`src/rtl/gb_dma_pkg.sv`:
```
// rtl/gb_dma_pkg.sv - shared types, address constants and helpers for the OAM DMA bus controller
//
// Holds the DMA state encoding, the fixed Game Boy addresses the controller
// decodes, and two small helpers used by the top level.

package gb_dma_pkg;

    typedef enum logic [1:0] {
        ST_IDLE  = 2'd0,
        ST_START = 2'd1,
        ST_READ  = 2'd2,
        ST_WRITE = 2'd3
    } dma_state_t;

    localparam logic [15:0] DMA_REG_ADDR    = 16'hFF46;
    localparam logic [15:0] OAM_BASE        = 16'hFE00;
    localparam logic [15:0] HRAM_BASE       = 16'hFF80;
    localparam logic [15:0] HRAM_LAST       = 16'hFFFE;
    localparam logic [7:0]  ECHO_FIRST      = 8'hE0;
    localparam int          DMA_LEN_DEFAULT = 160;

    function automatic logic is_hram(input logic [15:0] addr);
        return (addr >= HRAM_BASE) && (addr <= HRAM_LAST);
    endfunction

    // Pages 0xE0-0xFF mirror work RAM 0x20 pages lower (echo RAM).
    function automatic logic [7:0] src_page(input logic [7:0] src);
        return (src >= ECHO_FIRST) ? (src - 8'h20) : src;
    endfunction

endpackage

```
`src/rtl/gb_hram.sv`:
```
// rtl/gb_hram.sv - 127-byte high RAM at 0xFF80-0xFFFE
//
// Ports:
//   clk      in   clock, writes on posedge
//   we_i     in   write enable
//   idx_i    in   7-bit byte index (address - 0xFF80)
//   wdata_i  in   write data
//   rdata_o  out  combinational read data
// Contents are not reset.

module gb_hram (
    input  logic       clk,
    input  logic       we_i,
    input  logic [6:0] idx_i,
    input  logic [7:0] wdata_i,
    output logic [7:0] rdata_o
);

    logic [7:0] mem_q [0:126];

    // Index 127 would be 0xFFFF (interrupt enable), which lives elsewhere.
    always_ff @(posedge clk) begin
        if (we_i && (idx_i != 7'h7F)) begin
            mem_q[idx_i] <= wdata_i;
        end
    end

    assign rdata_o = (idx_i != 7'h7F) ? mem_q[idx_i] : 8'hFF;

endmodule

```
`src/rtl/gb_oam_dma.sv`:
```
// rtl/gb_oam_dma.sv - external memory bus owner with OAM DMA engine and HRAM
//
// Ports:
//   clk, reset     clock and synchronous active-high reset
//   cpu_addr_i     CPU address
//   cpu_data_i     CPU write data
//   cpu_drive_i    CPU write strobe
//   cpu_data_o     read data back to CPU (combinational)
//   mem_addr_o     external memory address
//   mem_data_o     external write data
//   mem_we_o       external write enable
//   mem_data_i     external read data (combinational from mem_addr_o)
//   dma_active_o   high while the DMA engine owns the bus

module gb_oam_dma
    import gb_dma_pkg::*;
#(
    parameter int DMA_LEN = DMA_LEN_DEFAULT
) (
    input  logic        clk,
    input  logic        reset,
    input  logic [15:0] cpu_addr_i,
    input  logic [7:0]  cpu_data_i,
    input  logic        cpu_drive_i,
    output logic [7:0]  cpu_data_o,
    output logic [15:0] mem_addr_o,
    output logic [7:0]  mem_data_o,
    output logic        mem_we_o,
    input  logic [7:0]  mem_data_i,
    output logic        dma_active_o
);

    localparam logic [7:0] LAST_IDX = 8'(DMA_LEN - 1);

    dma_state_t state_q, state_d;
    logic [7:0] src_q, src_d;
    logic [7:0] idx_q, idx_d;
    logic [7:0] byte_q, byte_d;
    logic       dma_active_q, dma_active_d;

    logic       dma_reg_wr;
    logic       cpu_in_hram;
    logic [7:0] hram_rdata;
    logic [7:0] page;

    assign dma_reg_wr  = cpu_drive_i && (cpu_addr_i == DMA_REG_ADDR);
    assign cpu_in_hram = is_hram(cpu_addr_i);
    assign page        = src_page(src_q);

    // HRAM sits on the CPU side of the lockout, so writes always land.
    // HRAM_BASE has its low seven bits clear, so the index is just addr[6:0].
    gb_hram u_hram (
        .clk     (clk),
        .we_i    (cpu_drive_i && cpu_in_hram),
        .idx_i   (cpu_addr_i[6:0]),
        .wdata_i (cpu_data_i),
        .rdata_o (hram_rdata)
    );

    always_comb begin
        state_d      = state_q;
        src_d        = src_q;
        idx_d        = idx_q;
        byte_d       = byte_q;

        case (state_q)
            ST_IDLE: begin
                state_d = ST_IDLE;
            end
            ST_START: begin
                state_d = ST_READ;
            end
            ST_READ: begin
                byte_d  = mem_data_i;
                state_d = ST_WRITE;
            end
            ST_WRITE: begin
                if (idx_q == LAST_IDX) begin
                    idx_d   = 8'h00;
                    state_d = ST_IDLE;
                end else begin
                    idx_d   = idx_q + 8'h01;
                    state_d = ST_READ;
                end
            end
            default: begin
                state_d = ST_IDLE;
            end
        endcase

        // A register write overrides whatever the engine was doing,
        // including the final WRITE, and restarts from index 0.
        if (dma_reg_wr) begin
            src_d   = cpu_data_i;
            idx_d   = 8'h00;
            state_d = ST_START;
        end

        dma_active_d = (state_d == ST_READ) || (state_d == ST_WRITE);
    end

    always_ff @(posedge clk) begin
        if (reset) begin
            state_q      <= ST_IDLE;
            src_q        <= 8'hFF;
            idx_q        <= 8'h00;
            byte_q       <= 8'h00;
            dma_active_q <= 1'b0;
        end else begin
            state_q      <= state_d;
            src_q        <= src_d;
            idx_q        <= idx_d;
            byte_q       <= byte_d;
            dma_active_q <= dma_active_d;
        end
    end

    assign dma_active_o = dma_active_q;

    // External bus mux: CPU pass-through unless the engine owns the bus.
    always_comb begin
        mem_addr_o = cpu_addr_i;
        mem_data_o = cpu_data_i;
        mem_we_o   = cpu_drive_i && !dma_reg_wr && !cpu_in_hram;
        case (state_q)
            ST_READ: begin
                mem_addr_o = {page, idx_q};
                mem_data_o = byte_q;
                mem_we_o   = 1'b0;
            end
            ST_WRITE: begin
                mem_addr_o = OAM_BASE + {8'h00, idx_q};
                mem_data_o = byte_q;
                mem_we_o   = 1'b1;
            end
            default: begin
                mem_addr_o = cpu_addr_i;
            end
        endcase
    end

    always_comb begin
        if (cpu_addr_i == DMA_REG_ADDR) begin
            cpu_data_o = src_q;
        end else if (cpu_in_hram) begin
            cpu_data_o = hram_rdata;
        end else if (dma_active_o) begin
            cpu_data_o = 8'hFF;
        end else begin
            cpu_data_o = mem_data_i;
        end
    end

endmodule

```
`config.mk`:
```
export PLATFORM = sky130hd
export DESIGN_NAME = gb_oam_dma
export DESIGN_NICKNAME = d
export VERILOG_FILES = /design/src/rtl/gb_dma_pkg.sv /design/src/rtl/gb_hram.sv /design/src/rtl/gb_oam_dma.sv
export SDC_FILE = /design/constraint.sdc
export NUM_CORES = 1
export LEC_CHECK = 0
export CAP_MARGIN = 20
export CORE_ASPECT_RATIO = 1.5
export CORE_MARGIN = 4
export CORE_UTILIZATION = 55
export DETAILED_ROUTE_END_ITERATION = 10
export PLACE_DENSITY_LB_ADDON = 0.1
export SLEW_MARGIN = 10
export SYNTH_ARGS = -nofsm -noshare
export SYNTH_HDL_FRONTEND = slang
export SYNTH_SLANG_ARGS = --single-unit
```
`constraint.sdc`:
```
create_clock -name clk -period 3.1 [get_ports clk]
set_clock_uncertainty 0.2 [all_clocks]
set_input_delay 0.31 -clock clk [delete_from_list [all_inputs] [get_ports clk]]
set_output_delay 0.31 -clock clk [all_outputs]
set_load 0.02 [all_outputs]
```
# --- Word-level counts from Yosys, hierarchy flattened ---
# Memory sizes are Yosys's and may differ from the RTL's.
# Index checks and enable logic that the tools add are counted.
totals:
  in_bits: 35
  ram_bits: 1016
  regBits: 27
  n_memories: 1
memory_table:
  columns: ["name", "words", "word_bits", "read_ports", "rd_ports_with_merged_regs", "wr", "line", "rtl"]
  rows:
  - ["u_hram.mem_q", 127, 8, 1, 0, 1, "gb_hram.sv:19", "logic [7:0] mem_q [0:126];"]
classes:
  n_eq_ne: 8
  reduce_logical: 12
  order_cmp: 3
  addsub: 3
  muxes: 14
op_table:
  columns: ["cell", "n"]
  rows:
  - ["8-bit 2-to-1 mux", 7]
  - ["16-bit case mux with 2 select lines", 1]
  - ["16-bit equality test, second input constant", 1]
  - ["16-bit greater-or-equal comparator, second input constant", 1]
  - ["16-bit less-or-equal comparator, second input constant", 1]
  - ["10-bit by 9-bit adder with 11-bit output, first input constant", 1]
  - ["8-bit by 1-bit adder with 8-bit output, second input constant", 1]
  - ["2-bit equality test, second input constant", 4]
  - ["8-bit equality test, second input constant", 1]
  - ["8-bit greater-or-equal comparator, second input constant", 1]
  - ["2-bit case mux with 4 select lines", 1]
  - ["8-bit by 6-bit subtractor with 8-bit output, second input constant", 1]
  - ["7-bit != test, second input constant", 1]
  - ["1-bit logical AND", 6]
  - ["2-bit 2-to-1 mux", 2]
  - ["2-bit OR reduction", 2]
  - ["2-bit by 1-bit equality test with 1-bit output, second input constant", 1]
  - ["1-bit zero test", 2]
  - ["2-bit zero test", 1]
  - ["1-bit 2-to-1 mux", 2]
  - ["1-bit case mux with 2 select lines", 1]
  - ["1-bit logical OR", 1]

# --- Logic depth before layout (Yosys ltp) ---
# Gate-level depths: netlist of the first run.
depth:
  word_depth: 6
  mapped_depth: 12

# --- By module ---
# A second synthesis of the first run with hierarchy kept.
hier_totals:
  hier_cells: 2352
  hier_area_um2: 41537.3
modules_own_cells:
  columns: ["mod", "n_inst", "cells_each", "seq_area_each_um2", "area_per_inst_um2"]
  rows:
  - ["gb_hram", 1, 2133, 30509.3, 39824.4]
  - ["gb_oam_dma", 1, 219, 540.5, 1712.9]

# --- Worst setup path after synthesis of the first run ---
# No wires, ideal clock.
synth_path:
  path_kind: "input to register"
  start: "in cpu_addr_i[4]"
  end: "mem u_hram.mem_q[91][0], enable pin"
  arrival_time_ns: 2.239
  path_buffers: 3
  required_time_ns: 2.505
  path_stages: 5
  slack_ns: 0.266
  cell_sequence: "buf_2 -> buf_1 -> clkbuf_1 -> nand3_1 -> nor4_1"
synth_via:
  elab_chain_len: 6
  elab_cells_between_ends: 8
  classes_between: "order compare (2); eq/ne (1); mux (2); reduce/logical (3)"
synth_rtl:
  columns: ["item", "line", "rtl"]
  rows:
  - ["start, declared", "gb_oam_dma.sv:22", "input logic [15:0] cpu_addr_i,"]
  - ["16-bit greater-or-equal comparator or 16-bit less-or-equal comparator (tied branches)", "gb_dma_pkg.sv:23", "return (addr >= HRAM_BASE) && (addr <= HRAM_LAST);"]
  - ["1-bit logical AND", "gb_dma_pkg.sv:23", null]
  - ["1-bit logical AND", "gb_oam_dma.sv:54", ".we_i (cpu_drive_i && cpu_in_hram),"]
  - ["1-bit logical AND", "gb_hram.sv:23", "if (we_i && (idx_i != 7'h7F)) begin"]
  - ["1-bit 2-to-1 mux", "gb_hram.sv:23", null]
  - ["1-bit 2-to-1 mux (not written as such)", "gb_hram.sv:24", "mem_q[idx_i] <= wdata_i;"]
  - ["end, declared", "gb_hram.sv:19", null]
# Parallel ways exist; a longest one is shown, timed or not.

# --- Final worst setup path of the first run ---
layout_path:
  start: "mem u_hram.mem_q[27][2]"
  end: "out cpu_data_o[2]"
layout_via:
  elab_chain_len: 4
layout_rtl:
  columns: ["item", "line", "rtl"]
  rows:
  - ["memory 127 x 8 bit", null, null]
  - ["8-bit 2-to-1 mux", "gb_hram.sv:28", "assign rdata_o = (idx_i != 7'h7F) ? mem_q[idx_i] : 8'hFF;"]
  - ["8-bit 2-to-1 mux", "gb_oam_dma.sv:145", "end else if (cpu_in_hram) begin"]
  - ["8-bit 2-to-1 mux", "gb_oam_dma.sv:143", "if (cpu_addr_i == DMA_REG_ADDR) begin"]
  - ["end, declared", "gb_oam_dma.sv:25", "output logic [7:0] cpu_data_o,"]
# No other way between the ends.

==> results.py, run 1 <==
metrics = {
    "timing": {
        "fin_crit_sh_pct": 111.2,
        "rsz0062_at_grt": "true",
        "max_freq_mhz": 290.1,
        "worst_pin_slew_ps": 823.3,
        "fin_crit_ps": 3448,
        "maxSlewHeadroom_pct": 45.11,
        "finalHoldViolCount": 0,
        "finalSetupTns_ps": -1991,
        "setup_viol": 8,
        "slew_viol_final": 0,
        "setup_slack_ps": -347.6,
    },
    "global_routing": {
        "antenna_found_initial": 3,
        "grt_start_max_net_pins": 129,
        "grtUsageTotal_pct": 32.70,
        "grt_pass1_vias": 26960,
        "grt_overflow": 0,
        "grt_pass1_wl_um": 189100,
    },
    "final_layout": {
        "fin_cells": 4116,
        "final_util_pct": 68.69,
        "fill_cells": 5064,
        "nets": 3070,
        "drive_above_1_share_pct": 33.47,
        "final_area_mm2": 0.05158,
        "synthToLayoutAreaGrowth_pct": 23.60,
    },
    "placement": {
        "portBuffers": 68,
        "dpl.hpwl_um": 89020,
        "gp_congestion": 0.9943,
        "placed_cell_area_mm2": 0.04769,
        "dp.cells": 3935,
    },
    "critical_path": {
        "arrival_ps": 2940,
        "critical_path_class": "flip-flop to primary output",
        "crit_fanout": 1,
        "cp-end-kind": "primary output",
        "cp_data_required_time_ps": 2590,
        "cp-start-kind": "flip-flop",
    },
    "logic_synthesis": {
        "syn-num-nets": 2500,
        "async_reset_ff_share_pct": 0,
        "netlist_top_cells_count": "1016 x edfxtp_1, 189 x nor2_1, 121 x mux2_2",
        "ys_ff_latch": 1043,
        "synth.most_common_cell": "edfxtp_1",
        "yosys_warnings": 0,
        "synth_top_family_by_area": "compound AO/OA/AOI/OAI gates",
        "synth_top_area_share_pct": 73.10,
        "synth_mux_area_share_pct": 9.144,
        "synth-xor-area-share_pct": 0.1259,
        "syn_area_per_cell_um2": 16.95,
        "synth_top_area_cell": "edfxtp_1",
        "synthSimpleGateAreaFrac_pct": 4.053,
        "synth_edf_count": 1016,
        "ys.flop_type": "edfxtp_1",
        "synth.area.top_cells": "edfxtp_1 73%, mux2_2 3.3%, mux4_2 2.9%, mux2i_1 2.6%, a221oi_1 2.1%",
        "synthAdderAreaFrac_pct": 0.05996,
        "synth_compound_area_share_pct": 9.776,
        "yosysSeqAreaShare_pct": 74.40,
        "yosysUniqueCellTypes": 81,
        "netlist_area_mm2": 0.04174,
        "synthCells": 2463,
    },
    "cts": {
        "root_buffer": "clkbuf_16",
        "clk_pin_slew_ps": 60,
        "htreeDepth": 3,
        "insertion_delay_ps": 680,
        "numCtsBuffers": 95,
        "cts.sinks": 1043,
        "cts.path.max_buffers": 3,
        "cts_tree": "done",
    },
    "power": {
        "total_power_mw": 29.53,
        "leakage_nw": 17.59,
        "ir_drop_mv": 0.4616,
        "p_per_area_mw_per_mm2": 572.5,
    },
    "floorplanning": {
        "die_w_um": 232.9,
        "rows": 123,
        "die_area_mm2": 0.08045,
        "pin_count": 69,
        "die_h_um": 345.4,
        "start_util_pct": 55.57,
        "core-area_mm2": 0.07510,
    },
    "route": {
        "drtIter0Drc": 3447,
        "drc": 0,
        "vias": 26970,
        "wl_per_cell_um": 32.14,
        "detail_route.vias_per_cell": 6.553,
        "ant_nets": 0,
        "first_pass_iters": 6,
        "routed_wl_um": 132300,
    },
    "worst_hold_path": {
        "hp-class": "input pin to flip-flop",
    },
    "run_status": {
        "status": "finished, violations left",
        "violations": "negative setup slack",
    },
    "run": {
        "drv_cap": 0,
    },
}
-- per-stage QoR --
stage	worst slack [ps]	hold slack, ps
floorplan	265.9	204.4
global placement	-1066	241.9
detailed placement	-1105	248.1
CTS	-378.5	7.075
global route	-365.4	50.83
finish	-347.6	32.99
-- timing repair --
| action | 4_1_cts | 5_1_grt |
|---|---|---|
| resized for setup | 129 | 58 |
| hold endpoints to repair | 2 | 0 |
| hold buffers | 2 | 0 |
| pin swaps | 40 | 35 |
| endpoints found under the setup margin | 9 | 11 |
| buffers inserted | 0 | 5 |
| cloned | 0 | 1 |
-- state kept, by name (all words and copies together), names as in the netlist --
signal and flops:
u_hram.mem_q 1016, byte_q 8, idx_q 8, src_q 8, state_q 2, dma_active_o 1
-- placed cells by master (no fill, tap or decap), drive strengths merged, types with 10 or more instances in the layout --
master / instances
a211oi: 10
a21oi: 93
a221o: 49
a221oi: 100
a22o: 30
a22oi: 42
a31oi: 11
buf: 594
bufinv: 11
clkbuf: 108
clkdlybuf4s50: 45
clkinv: 47
clkinvlp: 12
dfxtp: 27
edfxtp: 1016
inv: 13
mux2: 130
mux2i: 109
mux4: 55
nand2: 104
nand3: 20
nor2: 191
nor2b: 14
nor3: 14
o21ai: 84
o221ai: 17
o22ai: 24
o2bb2ai: 20
-- final timing paths --
kind	start	endpoint	depth (start not counted)	slack, ps
setup / recovery	u_hram.mem_q[27][2]	cpu_data_o[2]	8	-350
hold / removal	cpu_data_i[0]	u_hram.mem_q[96][0]	2	30
setup reg to reg	state_q[1]	idx_q[5]	7	1000
hold reg to reg	byte_q[2]	byte_q[2]	2	250
-- cell type report --
cell class	count	area [µm²]	area share, %
Sequential cell	1043	31050	60.19
Multi-Input combinational cell	1236	10370	20.11
Timing Repair Buffer	644	5722	11.09
Clock buffer	107	2444	4.737
Tap cell	1000	1251	2.426
Clock inverter	70	684.4	1.327
Inverter	13	53.80	0.1043
Antenna cell	3	7.507	0.01455
-- critical path: stages (launching register included) --
cell and delay (ps):
edfxtp_1 370, mux4_2 510, mux2i_2 190, buf_4 180
o221a_4 200, o211ai_1 130, nor4_4 400, a21oi_2 140
buf_6 150
-- power breakdown --
group	leakage (nW)	total, mW	switching, mW	internal, mW
Sequential	9.35	15.5	0.0000601	15.5
Combinational	6.75	2.28	1.39	0.893
Clock	1.50	11.8	5.18	6.62
-- kinds of logic after synthesis --
| group | after synthesis |
|---|---|
| AOI/OAI and AO/OA | 549 |
| xor gates and xnor gates | 6 |
| adders and majority gates | 2 |
| buffers and inverters | 184 |
| DFF | 1043 |
| muxes | 294 |
| and+or+nand+nor | 385 |
-- routing by layer --
layer	vias up	routed length [µm]	track usage [%]
met5	-	13	0
met4	2	8128	16.07
met3	390	12450	5.735
met2	1759	64540	53.95
met1	13670	47150	42.10
li1	11150	-	-
Power figures use the tool's default switching activity.
==> run 2: changes to the inputs <==
==> constraint.sdc (replaced) <==
create_clock -name clk -period 3.1 [get_ports clk]
set_clock_uncertainty 0.2 [all_clocks]
set_input_delay 0.31 -clock clk [delete_from_list [all_inputs] [get_ports clk]]
set_output_delay 0.31 -clock clk [all_outputs]
set_load 0.005 [all_outputs]
==> run 2 against run 1 <==
  * The flow still finishes with violations (negative setup slack)
  * First-iteration DRC count increased by 7.0%
  * Flip-flop and latch count unchanged
  * Largest cell class unchanged
  * Clock power about the same
  * Critical path type unchanged
  * Worst hold slack improved by 12 ps
  * Via count about the same
  * Setup slack improved by 24 ps
  * Final area decreased by 0.33%
  * Largest power group unchanged
  * Final cell count decreased by 0.19%
==> results.py, run 2 (synthesized netlist as in run 1, its figures left out) <==
metrics = {
    "floorplanning": {
        "die_area_mm2": 0.08045,
        "die_w_um": 232.9,
        "start_util_pct": 55.57,
        "die_h_um": 345.4,
        "core-area_mm2": 0.07510,
        "rows": 123,
        "pin_count": 69,
    },
    "timing": {
        "fin_crit_sh_pct": 110.4,
        "fin_crit_ps": 3424,
        "holdWs_ps": 45.41,
        "setup_viol": 8,
        "finalHoldViolCount": 0,
        "max_freq_mhz": 292.1,
        "worst_pin_slew_ps": 915.1,
        "slew_viol_final": 0,
        "maxSlewHeadroom_pct": 39.00,
        "setup_slack_ps": -323.6,
        "rsz0062_at_grt": "true",
    },
    "global_routing": {
        "grt_pass1_wl_um": 191200,
        "antenna_found_initial": 2,
        "grt_overflow": 0,
        "grt_pass1_vias": 27200,
        "grtUsageTotal_pct": 33.07,
        "grt_start_max_net_pins": 129,
    },
    "cts": {
        "htreeDepth": 3,
        "insertion_delay_ps": 670,
        "cts.path.max_buffers": 3,
        "root_buffer": "clkbuf_16",
        "cts_setup_buffers": 0,
        "clk_pin_slew_ps": 60,
        "cts_tree": "done",
        "numCtsBuffers": 94,
        "cts.sinks": 1043,
    },
    "route": {
        "routed_wl_um": 134300,
        "drtIter0Drc": 3687,
        "first_pass_iters": 6,
        "ant_nets": 0,
        "vias": 26950,
        "detail_route.vias_per_cell": 6.559,
        "drc": 0,
        "wl_per_cell_um": 32.69,
    },
    "final_layout": {
        "largest-register": "u_hram.mem_q",
        "nets": 3070,
        "final_common_cell": "edfxtp_1",
        "final_util_pct": 68.46,
        "largest_reg_flops": 1016,
        "layout_common_cells": "1016 x edfxtp_1, 528 x buf_4, 184 x nor2_1",
        "fin_cells": 4108,
        "antenna_cells": 0,
        "fill_cells": 5158,
        "synthToLayoutAreaGrowth_pct": 23.18,
        "drive_above_1_share_pct": 33.11,
    },
    "run_status": {
        "violations": "negative setup slack",
        "status": "finished, violations left",
    },
    "placement": {
        "dp.cells": 3943,
        "dpl.hpwl_um": 91420,
        "gp_congestion": 0.9821,
        "dp_worst_setup_slack_ps": -783.2,
        "portBuffers": 68,
    },
    "critical_path": {
        "cp_data_required_time_ps": 2590,
        "critical_path_class": "flip-flop to primary output",
        "arrival_ps": 2910,
        "slowest_delay_ps": 380,
        "cp-start-kind": "flip-flop",
        "cp_num_buf_inv": 3,
        "worstPathCellList": "mux2_4, a221o_1, o21ai_1, buf_4, a221oi_2, a311oi_2, buf_4, o2111ai_4, o221a_2, buf_6",
        "cp-end-kind": "primary output",
        "crit_family": "compound AO/OA/AOI/OAI gates",
        "crit_fanout": 1,
        "cpMostUsedCell": "buf_4",
        "slowest_stage": "edfxtp_1",
    },
    "power": {
        "ir_drop_mv": 0.5567,
        "total_power_mw": 29.54,
        "p_per_area_mw_per_mm2": 574.5,
        "leakage_nw": 17.61,
    },
    "run": {
        "drv_cap": 0,
    },
    "worst_hold_path": {
        "hp-class": "input pin to flip-flop",
    },
}
==> run 2: final cells by class <==
class,instances,area [µm²],area share [%]
multi-input combinational,1236,10310,20.05
tap,1000,1251,2.434
timing repair buffer,645,5632,10.95
clock inverter,53,593.1,1.154
clock buffer,118,2524,4.909
inverter,13,52.55,0.1022
sequential,1043,31050,60.40
==> run 2: stage by stage <==
stage	area (µm²)	TNS (ps)
2_1_floorplan	41740	0
3_3_place_gp	47740	-70560
3_5_place_dp	47740	-68580
4_1_cts	51280	-1722
5_1_grt	51410	-2092
6_report	51410	-1757
==> run 2: final timing paths <==
kind	from	end	slack (ps)	depth (start not counted)
max	u_hram.mem_q[84][6]	cpu_data_o[6]	-320	10
min	cpu_data_i[0]	u_hram.mem_q[97][0]	50	2
max reg2reg	state_q[0]	idx_q[0]	1070	6
min reg2reg	byte_q[7]	byte_q[7]	260	2
==> run 2: report_power, final <==
part	internal [mW]	total [mW]	switching, mW
Clock	6.78	11.9	5.08
Combinational	0.871	2.23	1.35
Sequential	15.5	15.5	0.0000654
==> run 2: repair_timing <==
item | 4_1_cts | 5_1_grt
hold endpoints to repair | 47 | 0
resized for setup | 127 | 27
hold buffers | 3 | 0
endpoints found under the setup margin | 9 | 19
cloned | 0 | 0
pin swaps | 43 | 19
==> run 2: worst register-to-register path, stage by stage (launching register included) <==
cell and delay [ps]:
dfxtp_1 600, and3_1 260, and2_1 190, nand3_1 90, nor4b_1 230, or3_1 270
nor2_1 70
==> run 2: metal layers <==
layer | global-route usage, % | share of wire (%)
met1 | 41.29 | 35
met2 | 54.14 | 49
met4 | 19.97 | 7.1
met5 | 0 | 0.0097
met3 | 5.653 | 8.7
